## src/rtl/vericade_game_sel_ctrl.sv

```systemverilog
// Game-select controller: debounces the game selector, drains held buttons and
// pulses per-game resets on a switch. Optional VERICADE_SWITCH_COUNT_EN adds a switch counter.
module vericade_game_sel_ctrl #(
  parameter int unsigned SETTLE_CYCLES = 4,
  parameter int unsigned RST_CYCLES    = 2
) (
  input  logic       clk,
  input  logic       rst_n,
  input  logic [1:0] game_sel_in,
  input  logic [4:0] btn_in,
  output logic [4:0] btn_out,
  output logic [3:0] game_en,
  output logic [3:0] game_rst,
  output logic [1:0] active_game,
  output logic       switching,
  output logic [7:0] switch_count
);

  typedef enum logic [1:0] {ST_RESET, ST_RUN, ST_DRAIN} state_e;

  localparam logic [7:0] SETTLE_TGT = 8'(SETTLE_CYCLES);
  localparam logic [7:0] RST_LAST   = 8'(RST_CYCLES - 1);

  state_e     state_q, state_d;
  logic [7:0] rst_cnt_q, rst_cnt_d;
  logic [1:0] active_q, active_d;
  logic [1:0] cand_q, cand_d;
  logic [7:0] cnt_q, cnt_d;
  logic [4:0] arm_q, arm_d;
  logic [4:0] btn_out_q, btn_out_d;
  logic [3:0] onehot;

  always_comb begin
    state_d   = state_q;
    rst_cnt_d = rst_cnt_q;
    active_d  = active_q;
    cand_d    = cand_q;
    cnt_d     = cnt_q;
    case (state_q)
      ST_RESET: begin
        cnt_d = '0;
        if (rst_cnt_q == RST_LAST) begin
          rst_cnt_d = '0;
          state_d   = ST_RUN;
        end else begin
          rst_cnt_d = rst_cnt_q + 8'd1;
        end
      end
      ST_RUN: begin
        if (game_sel_in == active_q) begin
          cnt_d = '0;
        end else if (game_sel_in != cand_q) begin
          cand_d = game_sel_in;
          cnt_d  = 8'd1;
        end else begin
          cnt_d = cnt_q + 8'd1;
        end
        if (cnt_d == SETTLE_TGT) state_d = ST_DRAIN;
      end
      ST_DRAIN: begin
        cnt_d = '0;
        if (btn_in == '0) begin
          state_d  = ST_RESET;
          active_d = cand_q;
        end
      end
      default: state_d = ST_RESET;
    endcase
  end

  // Arm flags only survive while staying in RUN, so a button held across a
  // switch must be released before the new game sees it.
  always_comb begin
    arm_d     = (state_q == ST_RUN && state_d == ST_RUN) ? (arm_q | ~btn_in) : '0;
    btn_out_d = (state_d == ST_RUN) ? (btn_in & arm_q) : '0;
  end

  always_ff @(posedge clk or negedge rst_n) begin
    if (!rst_n) begin
      state_q   <= ST_RESET;
      rst_cnt_q <= '0;
      active_q  <= '0;
      cand_q    <= '0;
      cnt_q     <= '0;
      arm_q     <= '0;
      btn_out_q <= '0;
    end else begin
      state_q   <= state_d;
      rst_cnt_q <= rst_cnt_d;
      active_q  <= active_d;
      cand_q    <= cand_d;
      cnt_q     <= cnt_d;
      arm_q     <= arm_d;
      btn_out_q <= btn_out_d;
    end
  end

  always_comb begin
    onehot    = 4'b0001 << active_q;
    game_en   = '0;
    game_rst  = '1;
    switching = 1'b1;
    case (state_q)
      ST_RUN: begin
        game_en   = onehot;
        game_rst  = ~onehot;
        switching = 1'b0;
      end
      ST_DRAIN: game_rst = ~onehot;
      default: ;
    endcase
  end

  assign btn_out     = btn_out_q;
  assign active_game = active_q;

`ifdef VERICADE_SWITCH_COUNT_EN
  // Pending flag separates switch-driven RESET from the one after rst_n release.
  logic       sw_pend_q, sw_pend_d;
  logic [7:0] swc_q, swc_d;

  always_comb begin
    sw_pend_d = sw_pend_q;
    swc_d     = swc_q;
    if (state_q == ST_DRAIN && state_d == ST_RESET) sw_pend_d = 1'b1;
    if (state_q == ST_RESET && state_d == ST_RUN) begin
      sw_pend_d = 1'b0;
      if (sw_pend_q && swc_q != 8'hFF) swc_d = swc_q + 8'd1;
    end
  end

  always_ff @(posedge clk or negedge rst_n) begin
    if (!rst_n) begin
      sw_pend_q <= 1'b0;
      swc_q     <= '0;
    end else begin
      sw_pend_q <= sw_pend_d;
      swc_q     <= swc_d;
    end
  end

  assign switch_count = swc_q;
`else
  assign switch_count = '0;
`endif

endmodule

```

## config.mk

```make
export PLATFORM = sky130hd
export DESIGN_NAME = vericade_game_sel_ctrl
export DESIGN_NICKNAME = d
export VERILOG_FILES = /design/src/rtl/vericade_game_sel_ctrl.sv
export SDC_FILE = /design/constraint.sdc
export NUM_CORES = 1
export LEC_CHECK = 0
export ABC_AREA = 1
export BUFFER_PORTS_ARGS = -buffer_cell sky130_fd_sc_hd__buf_2
export CAP_MARGIN = 25
export CORE_AREA = 2 2 64 66
export CTS_CLUSTER_DIAMETER = 60
export DETAILED_ROUTE_END_ITERATION = 7
export DIE_AREA = 0 0 66 68
export PLACE_DENSITY = 0.71
export SLEW_MARGIN = 10
export SYNTH_ARGS = -nofsm -noshare
export SYNTH_HDL_FRONTEND = slang
export SYNTH_SLANG_ARGS = --single-unit
```

## constraint.sdc

```tcl
create_clock -name clk -period 1.8 [get_ports clk]
set_clock_uncertainty 0.15 [all_clocks]
set_input_delay 0.36 -clock clk [delete_from_list [all_inputs] [get_ports clk]]
set_output_delay 0.36 -clock clk [all_outputs]
set_load 0.05 [all_outputs]
```

==> impl_metrics.json, run 1 <==
{
  "synth.ff_latch_count": 32,
  "post_drt_via_cell_ratio": 4.96,
  "cts.clk_slew.worst_paths_ns": 0.07,
  "drt_wl_total_um": 5050,
  "critPathLaunchType": "flop",
  "dieArea_sq_um": 4490,
  "synth.distinct_cells": 27,
  "place.gp.congestion": 0.800,
  "dpl.hpwl_um": 2950,
  "synth_cells": 234,
  "syn_area_per_cell_sq_um": 7.91,
  "portBuffers": 24,
  "finalHoldViolations": 0,
  "max_stage_delay_ns": 0.41,
  "cts_max_path_buffers": 2,
  "crit_chain": "inv_2 -> ha_4 -> clkinvlp_4 -> nor3_4 -> buf_6",
  "cts_buffers": 5,
  "io_pins": 33,
  "drive_gt1_share_pct": 49.5,
  "synth_edf_count": 0,
  "finalCriticalPeriod_ns": 2.05,
  "grt_usage_pct": 22.9,
  "violations": "negative setup slack",
  "insertion_delay_ns": 0.29,
  "end_kind": "output pin",
  "crit_type": "flop to output pin",
  "busiest_layer": "met2",
  "cts_tree": "built",
  "final_common_cell": "buf_4",
  "async_flop_share_pct": 100,
  "rows": 23,
  "num-nets-final": 325,
  "synth_ff_type": "dfrtp_1",
  "place_ws_ns": -0.193,
  "first_global_vias": 1778,
  "yosysSeqAreaShare_pct": 43.2,
  "multi_input_area_sq_um": 1200,
  "critPathArrivalTime_ns": 1.54,
  "ys_warn_count": 0,
  "r2r_cells": 12,
  "met2_usage_pct": 42.6,
  "wire_per_inst_um": 14.1,
  "route.vias.total": 1781,
  "tightest_slew_ns": 0.628,
  "drc": 0,
  "slew_headroom_pct": 58.1,
  "cap_violations": 0,
  "clock-sinks": 32,
  "grt_start_max_net_pins": 28,
  "finalNonFillerCells": 359,
  "hold_class": "primary input to flop",
  "grt_pass1_wl_um": 7760,
  "antenna_found_initial": 0,
  "finalCritPeriodShare_pct": 114,
  "max_freq_mhz": 487,
  "fill_cells": 235,
  "detail_route.first_pass.iterations": 4,
  "outcome": "complete, but fails checks",
  "cp.required_ns": 1.29,
  "drtAntennaViolNets": 0,
  "htreeDepth": 2,
  "root_buffer": "clkbuf_8",
  "placed_cells": 339,
  "setup_viol": 20,
  "drv_slew": 0,
  "final_cell_mix": "38 x buf_4, 35 x nand2_1, 29 x dfrtp_1, 26 x inv_1, 23 x nor2_1",
  "synth_area_sq_um": 1850,
  "grt_use_met1_pct": 26.4,
  "seq_area_sq_um": 810,
  "coreArea_sq_um": 3860,
  "dieWidth_um": 66,
  "area_delta_synth_final_pct": 55.1,
  "leakagePower_nw": 1.38,
  "die_h_um": 68,
  "slowest_stage": "dfrtp_1",
  "finalWorstSetupSlack_ns": -0.251,
  "hold-path-cell-count": 3,
  "dr.first_iter.drc_count": 51,
  "reg2reg_slack_ns": -0.11,
  "insertedDiodeCount": 0,
  "overflow": 0,
  "ir_worst_vdd_mv": 1.13,
  "pwr_density_cell_nw_per_um2": 1120,
  "initial_core_util_pct": 48.0,
  "critical_path.max_fanout": 6,
  "rsz0062_at_grt": "true",
  "met3_usage_pct": 3.95,
  "fin_tns_setup_ns": -2.77
}
[critical path: cells and delay by family (launching register included)]
| family | cells | cell delay (ns) |
|---|---|---|
| AND/OR/NAND/NOR | 1 | 0.21 |
| buffers and inverters | 3 | 0.49 |
| flip-flops | 1 | 0.41 |
| adder cells (fa/ha/maj) | 1 | 0.14 |
[metal layers]
layer	part of all wire, %	vias to the layer above
li1	-	876
met4	1.6	0
met1	41	858
met2	55	39
met3	2.7	8
met5	0	-
[flip-flops by register name, summed over array words and instances (netlist names)]
signal       flops
active_game      2
btn_out          5
arm_q            5
state_q          2
cand_q           2
rst_cnt_q        8
cnt_q            8
[metrics by stage]
| stage | utilization (%) | hold slack, ns | instance area, sq um | power, mW |
|---|---|---|---|---|
| after floorplan | - | -0.0856 | 1980 | 1.74 |
| after global placement | 60.9 | 0.260 | 2350 | 2.11 |
| after detailed placement | 60.9 | 0.266 | 2350 | 2.14 |
| after CTS | 69.3 | 0.136 | 2670 | 3.03 |
| after global routing | 74.5 | 0.171 | 2870 | 3.41 |
| final | 74.5 | 0.164 | 2870 | 3.22 |
[path summary, 6_finish.rpt]
kind / end / start
worst max-delay path: game_en[0] / state_q[1]
worst min-delay path: btn_out[2] / btn_in[2]
worst max register to register: btn_out[0] / cnt_q[1]
worst min register to register: rst_cnt_q[7] / rst_cnt_q[7]
max in group asynchronous: cnt_q[4] / rst_n
min in group asynchronous: cand_q[0] / rst_n
[cell type report]
class	instances	share of cell area (%)
multi-input cells	168	41.7
flip-flops and latches	32	28.2
repair buffers	70	19.6
inverters	31	4.53
clock buffers	5	2.40
well taps	50	2.18
clock inverters	3	1.48
[cell families (layout without fill, tap and decap cells)]
family / count (synthesis) / after routing / share of synthesized area [%]
AND/OR/NAND/NOR: 125 / 125 / 31.1
buffers and inverters: 41 / 109 / 10.0
flip-flops: 32 / 32 / 43.2
AO/OA/AOI/OAI: 22 / 22 / 7.63
adder cells (fa/ha/maj): 8 / 8 / 5.41
XOR/XNOR: 5 / 5 / 2.36
other: 1 / 8 / 0.203
[power by group]
part | total, mW | switching [mW] | internal, mW | leakage [nW]
combinational | 1.58 | 0.898 | 0.683 | 0.903
clock | 0.692 | 0.283 | 0.409 | 0.0541
sequential | 0.950 | 0.108 | 0.842 | 0.424
[timing repair]
item	CTS	global route
endpoints found under the hold margin	25	0
resized for setup	40	43
setup buffers	7	4
pin swaps	16	22
hold buffers	1	0
endpoints found under the setup margin	21	29
[synthesized netlist by cell type (2+ instances only)]
cell type  count  area [sq um]
nand3_1       16          80.1
nand4_1        5          31.3
nand2_2        6          37.5
nand2_1       47           176
nor2_1        38           143
inv_2          2          7.51
o21ai_0        7          35.0
a21oi_1        7          35.0
nand3_2        2          20.0
nor3_1         5          25.0
o31ai_1        3          22.5
buf_4          8          60.1
o32ai_1        2          17.5
dfrtp_1       32           801
nor2_2         2          12.5
o22ai_1        2          12.5
xor2_1         5          43.8
inv_1         29           109
ha_1           8           100
Power figures use the tool's default switching activity.
==> run 2, diff against run 1 <==
- TNS_END_PERCENT: default -> 20
==> impl_metrics.json, run 2 (synthesized netlist as in run 1, its figures left out) <==
{
  "reg_top3": "cnt_q: 8 flops, rst_cnt_q: 8 flops",
  "violations": "negative setup slack",
  "initial_core_util_pct": 48.0,
  "final_cell_mix": "42 x nand2_1, 34 x nor2_1, 28 x dfrtp_1, 28 x buf_4, 27 x inv_1",
  "cp_top_family": "buffers and inverters",
  "insertion_delay_ns": 0.29,
  "setup_viol": 19,
  "critPathArrivalTime_ns": 1.49,
  "slowest_stage": "dfrtp_1",
  "rsz0062_at_grt": "true",
  "grt_pass1_wl_um": 7070,
  "cp.required_ns": 1.29,
  "dieWidth_um": 66,
  "final_common_cell": "nand2_1",
  "rows": 23,
  "first_global_vias": 1647,
  "cts_buffers": 5,
  "fill_cells": 324,
  "overflow": 0,
  "finalCriticalPeriod_ns": 2.00,
  "io_pins": 33,
  "max_stage_delay_ns": 0.39,
  "wire_per_inst_um": 12.4,
  "grt_start_max_net_pins": 18,
  "drtAntennaViolNets": 0,
  "critical_path.max_fanout": 5,
  "drc": 0,
  "outcome": "complete, but fails checks",
  "dpl.hpwl_um": 3090,
  "insertedDiodeCount": 0,
  "path_buf_inv": 3,
  "pwr_density_cell_nw_per_um2": 1160,
  "max_freq_mhz": 500,
  "cp_num_cells": 5,
  "cts_tree": "built",
  "area_delta_synth_final_pct": 37.1,
  "fin_tns_setup_ns": -2.34,
  "critPathLaunchType": "flop",
  "finalWorstSetupSlack_ns": -0.201,
  "end_kind": "output pin",
  "leakagePower_nw": 1.27,
  "grt_usage_pct": 20.8,
  "hold_class": "primary input to flop",
  "ir_worst_vdd_mv": 0.698,
  "detail_route.first_pass.iterations": 4,
  "cts_max_path_buffers": 2,
  "route.vias.total": 1677,
  "r2r_cells": 9,
  "num-nets-final": 310,
  "place_ws_ns": -0.168,
  "crit_type": "flop to output pin",
  "finalCritPeriodShare_pct": 111,
  "root_buffer": "clkbuf_8",
  "portBuffers": 24,
  "hold-path-cell-count": 3,
  "dieArea_sq_um": 4490,
  "antenna_found_initial": 0,
  "drive_gt1_share_pct": 35.0,
  "dr.first_iter.drc_count": 50,
  "post_drt_via_cell_ratio": 4.88,
  "crit_chain": "inv_2 -> ha_4 -> clkinvlp_4 -> nor3_4 -> buf_6",
  "drv_slew": 0,
  "cap_violations": 0,
  "clock-sinks": 32,
  "coreArea_sq_um": 3860,
  "htreeDepth": 2,
  "drt_wl_total_um": 4280,
  "die_h_um": 68,
  "cts.clk_slew.worst_paths_ns": 0.07,
  "place.gp.congestion": 0.876,
  "finalHoldViolations": 0
}
-- run 2: where the power goes --
| part | switching [mW] | leakage, nW | internal (mW) |
|---|---|---|---|
| Sequential | 0.0951 | 0.423 | 0.843 |
| Combinational | 0.782 | 0.789 | 0.542 |
| Clock | 0.276 | 0.0552 | 0.411 |
-- run 2: area by class of cell --
cell class,instances,area (sq um),area share [%]
timing repair buffer,55,428,16.9
clock buffer,6,72.6,2.86
inverter,31,120,4.73
clock inverter,2,35.0,1.38
tap,50,62.6,2.46
sequential,32,806,31.7
multi-input combinational,168,1010,40.0
-- run 2: timing repair --
action,in CTS,in global routing
endpoints found under the setup margin,19,32
pin swaps,0,3
endpoints found under the hold margin,15,0
hold buffers,1,0
cloned,0,0
setup buffers,1,1
gates resized for setup,19,18
-- run 2: worst register-to-register path: stages (launching register included) --
cell and delay [ns]:
dfrtp_1 0.39, inv_2 0.09, ha_4 0.15, clkinvlp_4 0.20
buf_6 0.19, buf_4 0.13, a21oi_2 0.17, nand2_2 0.12
nand2_2 0.13, nor2_1 0.07
-- run 2: stage by stage --
stage | std cells | utilization [%] | area, sq um | power, mW | hold slack [ns]
2_1_floorplan | 241 | - | 1940 | 1.72 | -0.0856
3_3_place_gp | 333 | 59.1 | 2280 | 2.09 | 0.164
3_5_place_dp | 333 | 59.1 | 2280 | 2.12 | 0.165
4_1_cts | 343 | 63.9 | 2460 | 2.88 | 0.142
5_1_grt | 344 | 65.8 | 2540 | 3.14 | 0.154
6_report | 344 | 65.8 | 2540 | 2.95 | 0.149
-- run 2: path summary, 6_finish.rpt --
| path | from | to | slack [ns] |
|---|---|---|---|
| setup / recovery | state_q[1] | game_en[0] | -0.20 |
| hold / removal | btn_in[4] | btn_out[4] | 0.15 |
| setup reg to reg | state_q[1] | btn_out[2] | -0.11 |
| hold reg to reg | rst_cnt_q[7] | rst_cnt_q[7] | 0.33 |
| max in group asynchronous | rst_n | state_q[0] | 0.66 |
| min in group asynchronous | rst_n | active_game[0] | 0.40 |
-- run 2: routing by layer --
layer  global-route usage [%]  share of wire [%]  vias to the layer above
li1                         -                  -                      845
met1                     23.3                 42                      787
met3                     4.77                3.5                        7
met2                     38.1                 53                       38
met4                     8.42                1.6                        0
met5                        0                  0                        -
==> run 3, diff against run 2 <==
--- a/constraint.sdc
+++ b/constraint.sdc
@@ -3,3 +3,3 @@
 set_input_delay 0.36 -clock clk [delete_from_list [all_inputs] [get_ports clk]]
 set_output_delay 0.36 -clock clk [all_outputs]
-set_load 0.05 [all_outputs]
+set_load 0.005 [all_outputs]
==> impl_metrics.json, run 3 (synthesized netlist as in run 1, its figures left out) <==
{
  "outcome": "complete, but fails checks",
  "violations": "negative setup slack",
  "cts.clk_slew.worst_paths_ns": 0.08,
  "first_global_vias": 1539,
  "dpl.hpwl_um": 2810,
  "finalHoldViolations": 0,
  "power_frac_comb_pct": 40.4,
  "dieArea_sq_um": 4490,
  "critPathLaunchType": "flop",
  "max_stage_delay_ns": 0.41,
  "finalCritPeriodShare_pct": 106,
  "cap_violations": 0,
  "io_pins": 33,
  "path_buf_inv": 0,
  "initial_core_util_pct": 48.0,
  "setup_viol": 12,
  "reg2reg_slack_ns": -0.11,
  "die_h_um": 68,
  "rows": 23,
  "grt_start_max_net_pins": 19,
  "crit_top_cell": "nand3_2",
  "pwr_density_cell_nw_per_um2": 1070,
  "drc": 0,
  "critPathArrivalTime_ns": 1.95,
  "p_sw_mw": 1.01,
  "power.internal_mw": 1.74,
  "max_freq_mhz": 523,
  "fin_util_pct": 67.0,
  "cp.required_ns": 1.84,
  "detail_route.first_pass.iterations": 4,
  "place.gp.congestion": 0.839,
  "finalWorstSetupSlack_ns": -0.110,
  "hold_class": "primary input to flop",
  "final_cell_mix": "40 x nand2_1, 31 x buf_4, 30 x dfrtp_1, 27 x nor2_1, 26 x inv_1",
  "wire_per_inst_um": 12.7,
  "crit_type": "flop to flop",
  "post_drt_via_cell_ratio": 4.84,
  "coreArea_sq_um": 3860,
  "cp_top_family": "simple AND/OR/NAND/NOR gates",
  "dieWidth_um": 66,
  "area_delta_synth_final_pct": 39.5,
  "clock-sinks": 32,
  "insertion_delay_ns": 0.30,
  "overflow": 0,
  "cts_max_path_buffers": 2,
  "end_kind": "flop",
  "htreeDepth": 2,
  "num-nets-final": 314,
  "switching_share_pct": 36.8,
  "leakagePower_nw": 1.30,
  "portBuffers": 24,
  "crit_chain": "ha_4 -> nand2_4 -> nor2_4 -> nand3_2 -> nand3_2 -> nor2_2 -> nor2_2 -> nand3_2 -> nand2_2 -> nand2_4 -> nand4_4 -> nor2_1",
  "grt_usage_pct": 20.3,
  "finalCriticalPeriod_ns": 1.91,
  "rsz0062_at_grt": "true",
  "drtAntennaViolNets": 0,
  "grt_pass1_wl_um": 6770,
  "drive_gt1_share_pct": 40.9,
  "antenna_found_initial": 0,
  "final_common_cell": "nand2_1",
  "dr.first_iter.drc_count": 65,
  "fin_tns_setup_ns": -0.964,
  "critical_path.max_fanout": 5,
  "route.vias.total": 1684,
  "ir_worst_vdd_mv": 0.945,
  "root_buffer": "clkbuf_8",
  "reg_top3": "cnt_q: 8 flops, rst_cnt_q: 8 flops",
  "drt_wl_total_um": 4420,
  "cts_tree": "built",
  "pwr-share-seq_pct": 34.0,
  "drv_slew": 0,
  "clock_power_share_pct": 25.7,
  "finalPower_mw": 2.75,
  "cts_buffers": 5,
  "insertedDiodeCount": 0,
  "slowest_stage": "dfrtp_1"
}
run 3: changes by cell type in the layout (fill, tap and decap cells not counted), sizes merged:
| cell | delta |
|---|---|
| buf | +4 |
| clkbuf | -1 |
| inv | +1 |
run 3: what timing repair did:
item	in CTS	in global routing
endpoints found under the hold margin	14	0
endpoints found under the setup margin	16	25
gates resized for setup	22	31
setup buffers	2	0
pin swaps	6	12
hold buffers	1	0
run 3: area by class of cell:
class | count | area, sq um
well taps | 50 | 62.6
clock inverters | 3 | 42.5
clock buffers | 5 | 68.8
repair buffers | 59 | 405
multi-input cells | 168 | 1080
fillers | 300 | 1270
flip-flops and latches | 32 | 803
inverters | 31 | 119
run 3: stage by stage:
stage	hold WS [ns]	std cells	instance area [sq um]	worst slack (ns)
2_1_floorplan	-0.0856	241	1880	0.0230
3_3_place_gp	0.149	337	2240	-0.103
3_5_place_dp	0.153	337	2240	-0.135
4_1_cts	0.136	348	2460	-0.0203
5_1_grt	0.152	348	2580	-0.239
6_report	0.142	348	2580	-0.110
run 3: routing by layer:
layer	global-route usage, %	vias up	part of all wire, %
met2	36.4	46	52
met5	0	-	0
met4	9.44	0	2.9
met3	4.61	14	3.8
li1	-	855	-
met1	23.2	769	41
run 3: worst min-delay path: cells and delay by family:
family	cells	cell delay, ns
and+or+nand+nor	2	0.09
buffers and inverters	1	0.11
run 3: power groups by stage:
stage	Clock (mW)	Combinational [mW]	Sequential, mW
6_report	0.705	1.11	0.934
5_1_grt	0.738	1.23	0.955
4_1_cts	0.709	1.03	0.931
3_5_place_dp	0	0.935	0.945
3_3_place_gp	0	0.920	0.943
2_1_floorplan	0	0.592	0.944
run 3: worst paths after layout:
path                                   start      endpoint  cells past startpoint
max in group asynchronous              rst_n    btn_out[4]                      3
worst max register to register      cnt_q[1]      arm_q[4]                     12
worst max-delay path                cnt_q[1]      arm_q[4]                     12
worst min register to register  rst_cnt_q[7]  rst_cnt_q[7]                      1
min in group asynchronous              rst_n     cand_q[1]                      2
worst min-delay path               btn_in[4]    btn_out[4]                      3
